<file path="src/rtl/wdata_chan_slv.sv">
// ============================================================================
// wdata_chan_slv
// ----------------------------------------------------------------------------
// Slave-side write data channel receiver. It accepts a write command
// (ID and byte address), takes a fixed 4-beat, 32-bit write burst over the
// wvalid/wready/wlast handshake, and packs the beats into one 128-bit line.
// It then holds a single line write toward memory until mem_ready, and
// reports completion (ID and wlast protocol error) with a one-cycle wfin
// pulse.
//
// Ports
//   clk, rst_n                 clock and asynchronous active-low reset
//   start_rq/_id/_addr         write command from the address channel,
//                              held until start_ack
//   start_ack                  command accepted this cycle (combinational)
//   wvalid/wready/wdata/wlast  bus write data channel
//   mem_we/mem_ready           line write strobe and memory accept
//   mem_addr/mem_wdata         line-aligned address and assembled line
//   wfin/wfin_id/wfin_err      completion pulse, burst ID, wlast error
// ============================================================================
module wdata_chan_slv (
    input  logic         clk,
    input  logic         rst_n,
    input  logic         start_rq,
    input  logic [3:0]   start_id,
    input  logic [31:0]  start_addr,
    output logic         start_ack,
    input  logic         wvalid,
    output logic         wready,
    input  logic [31:0]  wdata,
    input  logic         wlast,
    output logic         mem_we,
    input  logic         mem_ready,
    output logic [31:0]  mem_addr,
    output logic [127:0] mem_wdata,
    output logic         wfin,
    output logic [3:0]   wfin_id,
    output logic         wfin_err
);

    typedef enum logic [1:0] {
        ST_IDLE  = 2'd0,
        ST_RECV  = 2'd1,
        ST_WRITE = 2'd2,
        ST_DEFO  = 2'd3   // sticky trap: every strobe stays inactive
    } state_e;

    state_e         state_q, state_d;
    logic [3:0]     id_q,    id_d;
    logic [27:0]    line_q,  line_d;   // line address bits [31:4]
    logic [1:0]     cnt_q,   cnt_d;    // beat index within the burst
    logic           err_q,   err_d;
    logic [127:0]   buf_q,   buf_d;

    always_comb begin
        // NOTE: every signal written here gets a default first, so no path
        // leaves it unassigned and no latch is inferred.
        state_d   = state_q;
        id_d      = id_q;
        line_d    = line_q;
        cnt_d     = cnt_q;
        err_d     = err_q;
        buf_d     = buf_q;
        start_ack = 1'b0;
        wready    = 1'b0;
        mem_we    = 1'b0;
        wfin      = 1'b0;

        unique case (state_q)
            ST_IDLE: begin
                start_ack = start_rq;
                if (start_rq) begin
                    state_d = ST_RECV;
                end
            end

            ST_RECV: begin
                // wready depends on state only, never on wvalid.
                wready = 1'b1;
                if (wvalid) begin
                    buf_d[{cnt_q, 5'b0} +: 32] = wdata;
                    cnt_d = cnt_q + 2'd1;
                    // wlast must be set on the last beat and only there.
                    // An early wlast is flagged but does not end the burst.
                    if (wlast != (cnt_q == 2'd3)) begin
                        err_d = 1'b1;
                    end
                    if (cnt_q == 2'd3) begin
                        state_d = ST_WRITE;
                    end
                end
            end

            ST_WRITE: begin
                mem_we = 1'b1;
                wfin   = mem_ready;
                // A waiting command is taken only in the completion cycle,
                // which gives back-to-back bursts without a dead cycle.
                if (mem_ready) begin
                    start_ack = start_rq;
                    state_d   = start_rq ? ST_RECV : ST_IDLE;
                end
            end

            default: begin
                state_d = ST_DEFO;
            end
        endcase

        if (start_ack) begin
            id_d   = start_id;
            line_d = start_addr[31:4];
            cnt_d  = 2'd0;
            err_d  = 1'b0;
        end
    end

    // NOTE: the line buffer is reset along with the control state, so an
    // aborted burst leaves no stale data visible on mem_wdata.
    always_ff @(posedge clk or negedge rst_n) begin
        if (!rst_n) begin
            state_q <= ST_IDLE;
            id_q    <= '0;
            line_q  <= '0;
            cnt_q   <= '0;
            err_q   <= 1'b0;
            buf_q   <= '0;
        end else begin
            // NOTE: non-blocking assignments, so every register samples the
            // values from before this edge regardless of statement order.
            state_q <= state_d;
            id_q    <= id_d;
            line_q  <= line_d;
            cnt_q   <= cnt_d;
            err_q   <= err_d;
            buf_q   <= buf_d;
        end
    end

    assign mem_addr  = {line_q, 4'b0000};
    assign mem_wdata = buf_q;
    assign wfin_id   = id_q;
    assign wfin_err  = err_q;

endmodule

</file>
<file path="config.mk">
export PLATFORM = sky130hd
export DESIGN_NAME = wdata_chan_slv
export DESIGN_NICKNAME = d
export VERILOG_FILES = /design/src/rtl/wdata_chan_slv.sv
export SDC_FILE = /design/constraint.sdc
export NUM_CORES = 1
export LEC_CHECK = 0
export BUFFER_PORTS_ARGS = -buffer_cell sky130_fd_sc_hd__buf_2
export CAP_MARGIN = 20
export CORE_AREA = 2 2 120 122
export DETAILED_ROUTE_END_ITERATION = 8
export DIE_AREA = 0 0 122 124
export PLACE_DENSITY = 0.78
export SETUP_SLACK_MARGIN = 0.1
export SYNTH_ARGS = -nofsm -noshare
export SYNTH_HDL_FRONTEND = slang
export SYNTH_SLANG_ARGS = --single-unit
</file>
<file path="constraint.sdc">
create_clock -name clk -period 2.1 [get_ports clk]
set_input_delay 0.21 -clock clk [delete_from_list [all_inputs] [get_ports clk]]
set_output_delay 0.21 -clock clk [all_outputs]
set_load 0.05 [all_outputs]
</file>
==> impl_results.md <==
* Status: completed
* CTS Sinks at between 150 and 200
* Most instantiated cells after synthesis: 256 x nand2_1, 165 x dfrtp_1, 94 x o21ai_0, 34 x o21ai_1, 31 x mux2_2
* Initial Util at 0.483
* Largest area contributor in the netlist: dfrtp_1
* Largest net degree at the start of global routing at 65
* H-tree lvl count at 4
* Worst-case clock buffer depth at 2
* DRC at 0
* Layout cells sized above 1 at 0.356
* Max Cap Violations at 0
* Pre-antenna DRT Iters at 4
* Vias post-DR at about 5.3k
* Top FF cell, synth: dfrtp_1
* GR Util All Layers at 0.224
* Vias per cell at 4.89
* Total grt overflow at 0
* Post-DP HPWL at 11600 um
* NumNets Final at 978
* Crit end category: output port
* Die area at 15100 um^2
* Inserted Diodes at 0
* Largest cells by area after synthesis: dfrtp_1 62%, nand2_1 14%, o21ai_0 7.1%
* Global placer's final weighted congestion at 0.803
* Seq/Total Area, Yosys at 0.623
* Port buffer count at 234
* I/O Pins at 243
* Crit path time final at 1870 ps
* Mapped cell area at roughly 6600 um^2
* CP max FO at 17
* DR iter-0 viols at 357
* Final Skew at just under 10 ps
* Number of synthesized register bits at 165
* Die width at approximately 120 um
* Hold WC Path Type: input pin to register
* CTS Buf Count at 17
* EDFF count, synth at 0
* Yosys top cell area share at 0.623
* Async S/R FF share, synth at 1.00
* ANT nets after route at 0
* RSZ-0062 raised after global routing: false
* Site Rows at 43
* Fin. max-slew vios at 0
* CTS tree: yes
* R2r setup slk at 310 ps
* Vias in the first global route at 5153
* Drt wl/cell at 15.1 um
* Final setup viols at 0
* Die Ht at around 120 um
* Top-count cell post-synth: nand2_1
* Critical Path AT at ~1700 ps
* Final Cycle Share at 0.890
* Cells after synthesis at 665
* Netlist cell types at 27
* Setup CP Type: register to output port
* Data required time of the worst path at 1890 ps
* Clk slew on worst S/H paths at ~60 ps
* Detailed Route WL at between 15000 and 20000 um
* Clock root buffer: clkbuf_16
* Area growth, synth to finish at 32.0%
* First-pass GRT wire length at 26200 um
* TNS Setup at 0 ps
* Initial antenna violation count at 0
* Avg Cell Area, Syn at 9.97 um^2
* Synth warnings at 0
* Final Hold Fails at 0
* Clock Latency Late Sink at 420 ps
* CP startpoint kind: register
* Core area at about 14000 um^2
* Achievable frequency at 535 MHz
per-layer routing:
layer,track usage,vias to the layer above,wire length [um]
li1,-,2624,-
met1,0.294,2511,7080
met2,0.356,194,8120
met3,0.0636,10,1130
met4,0.0819,0,139
met5,0,-,0
sequential cells by signal (all words and copies together) (netlist names):
| name | flops |
|---|---|
| line_q | 28 |
| wfin_err | 1 |
| cnt_q | 2 |
| state_q | 2 |
| wfin_id | 4 |
| mem_wdata | 128 |
final timing paths:
kind / startpoint / end / cells past startpoint
worst max-delay path: state_q[1] / start_ack / 3
worst min-delay path: start_id[3] / wfin_id[3] / 2
worst max register to register: cnt_q[1] / mem_wdata[45] / 6
worst min register to register: mem_wdata[25] / mem_wdata[25] / 2
max in group asynchronous: rst_n / cnt_q[0] / 3
min in group asynchronous: rst_n / mem_wdata[90] / 2
critical path, cell delays in order (launching register included):
cell and delay (ps):
dfrtp_1 500, a211oi_4 330, buf_12 200, buf_4 210
placed cells by master, fill, tap and decap left out, types with 8 or more instances in the layout:
master     count
buf_12         8
buf_2        232
buf_4         13
clkbuf_16     18
dfrtp_1      165
mux2_2        31
nand2_1      256
o21ai_0       94
o21ai_1       34
final cells by class:
type | instances | area [um^2]
Tap cell | 180 | 225
Clock buffer | 18 | 439
Clock inverter | 14 | 176
Fill cell | 1140 | 4960
Multi-Input combinational cell | 452 | 2290
Timing Repair Buffer | 258 | 1490
Inverter | 4 | 15.0
Sequential cell | 165 | 4130
through the flow:
| stage | instances | setup slack, ps | hold slack [ps] | util | instance area (um^2) |
|---|---|---|---|---|---|
| after global placement | 1053 | 324 | 151 | 0.588 | 8070 |
| after global routing | 1091 | 112 | 6.96 | 0.638 | 8760 |
| final | 1091 | 231 | 20.6 | 0.638 | 8760 |
| after detailed placement | 1053 | 221 | 151 | 0.588 | 8070 |
| after CTS | 1089 | 126 | 0.717 | 0.636 | 8720 |
| after floorplan | 668 | 281 | -85.6 | - | 6650 |
cells by family (layout without fill, tap and decap cells):
family,count (synthesis),in the layout,synth area share
AND/OR/NAND/NOR,274,274,0.165
flip-flops,165,165,0.623
AO/OA/AOI/OAI,133,133,0.104
buffers and inverters,51,294,0.0379
multiplexers,33,33,0.0558
adder cells (fa/ha/maj),6,6,0.0113
XOR/XNOR,2,2,0.00264
other,1,4,0.000565
timing repair:
action	CTS	global route
buffers inserted	1	1
endpoints found under the hold margin	41	0
pin swaps	1	1
setup endpoints to repair	1	16
hold buffers	3	0
cloned	0	1
resized for setup	1	1
Power is left out: the tool's default activity adds up to more than one toggle a clock period on the data nets, which glitch-free logic cannot reach.
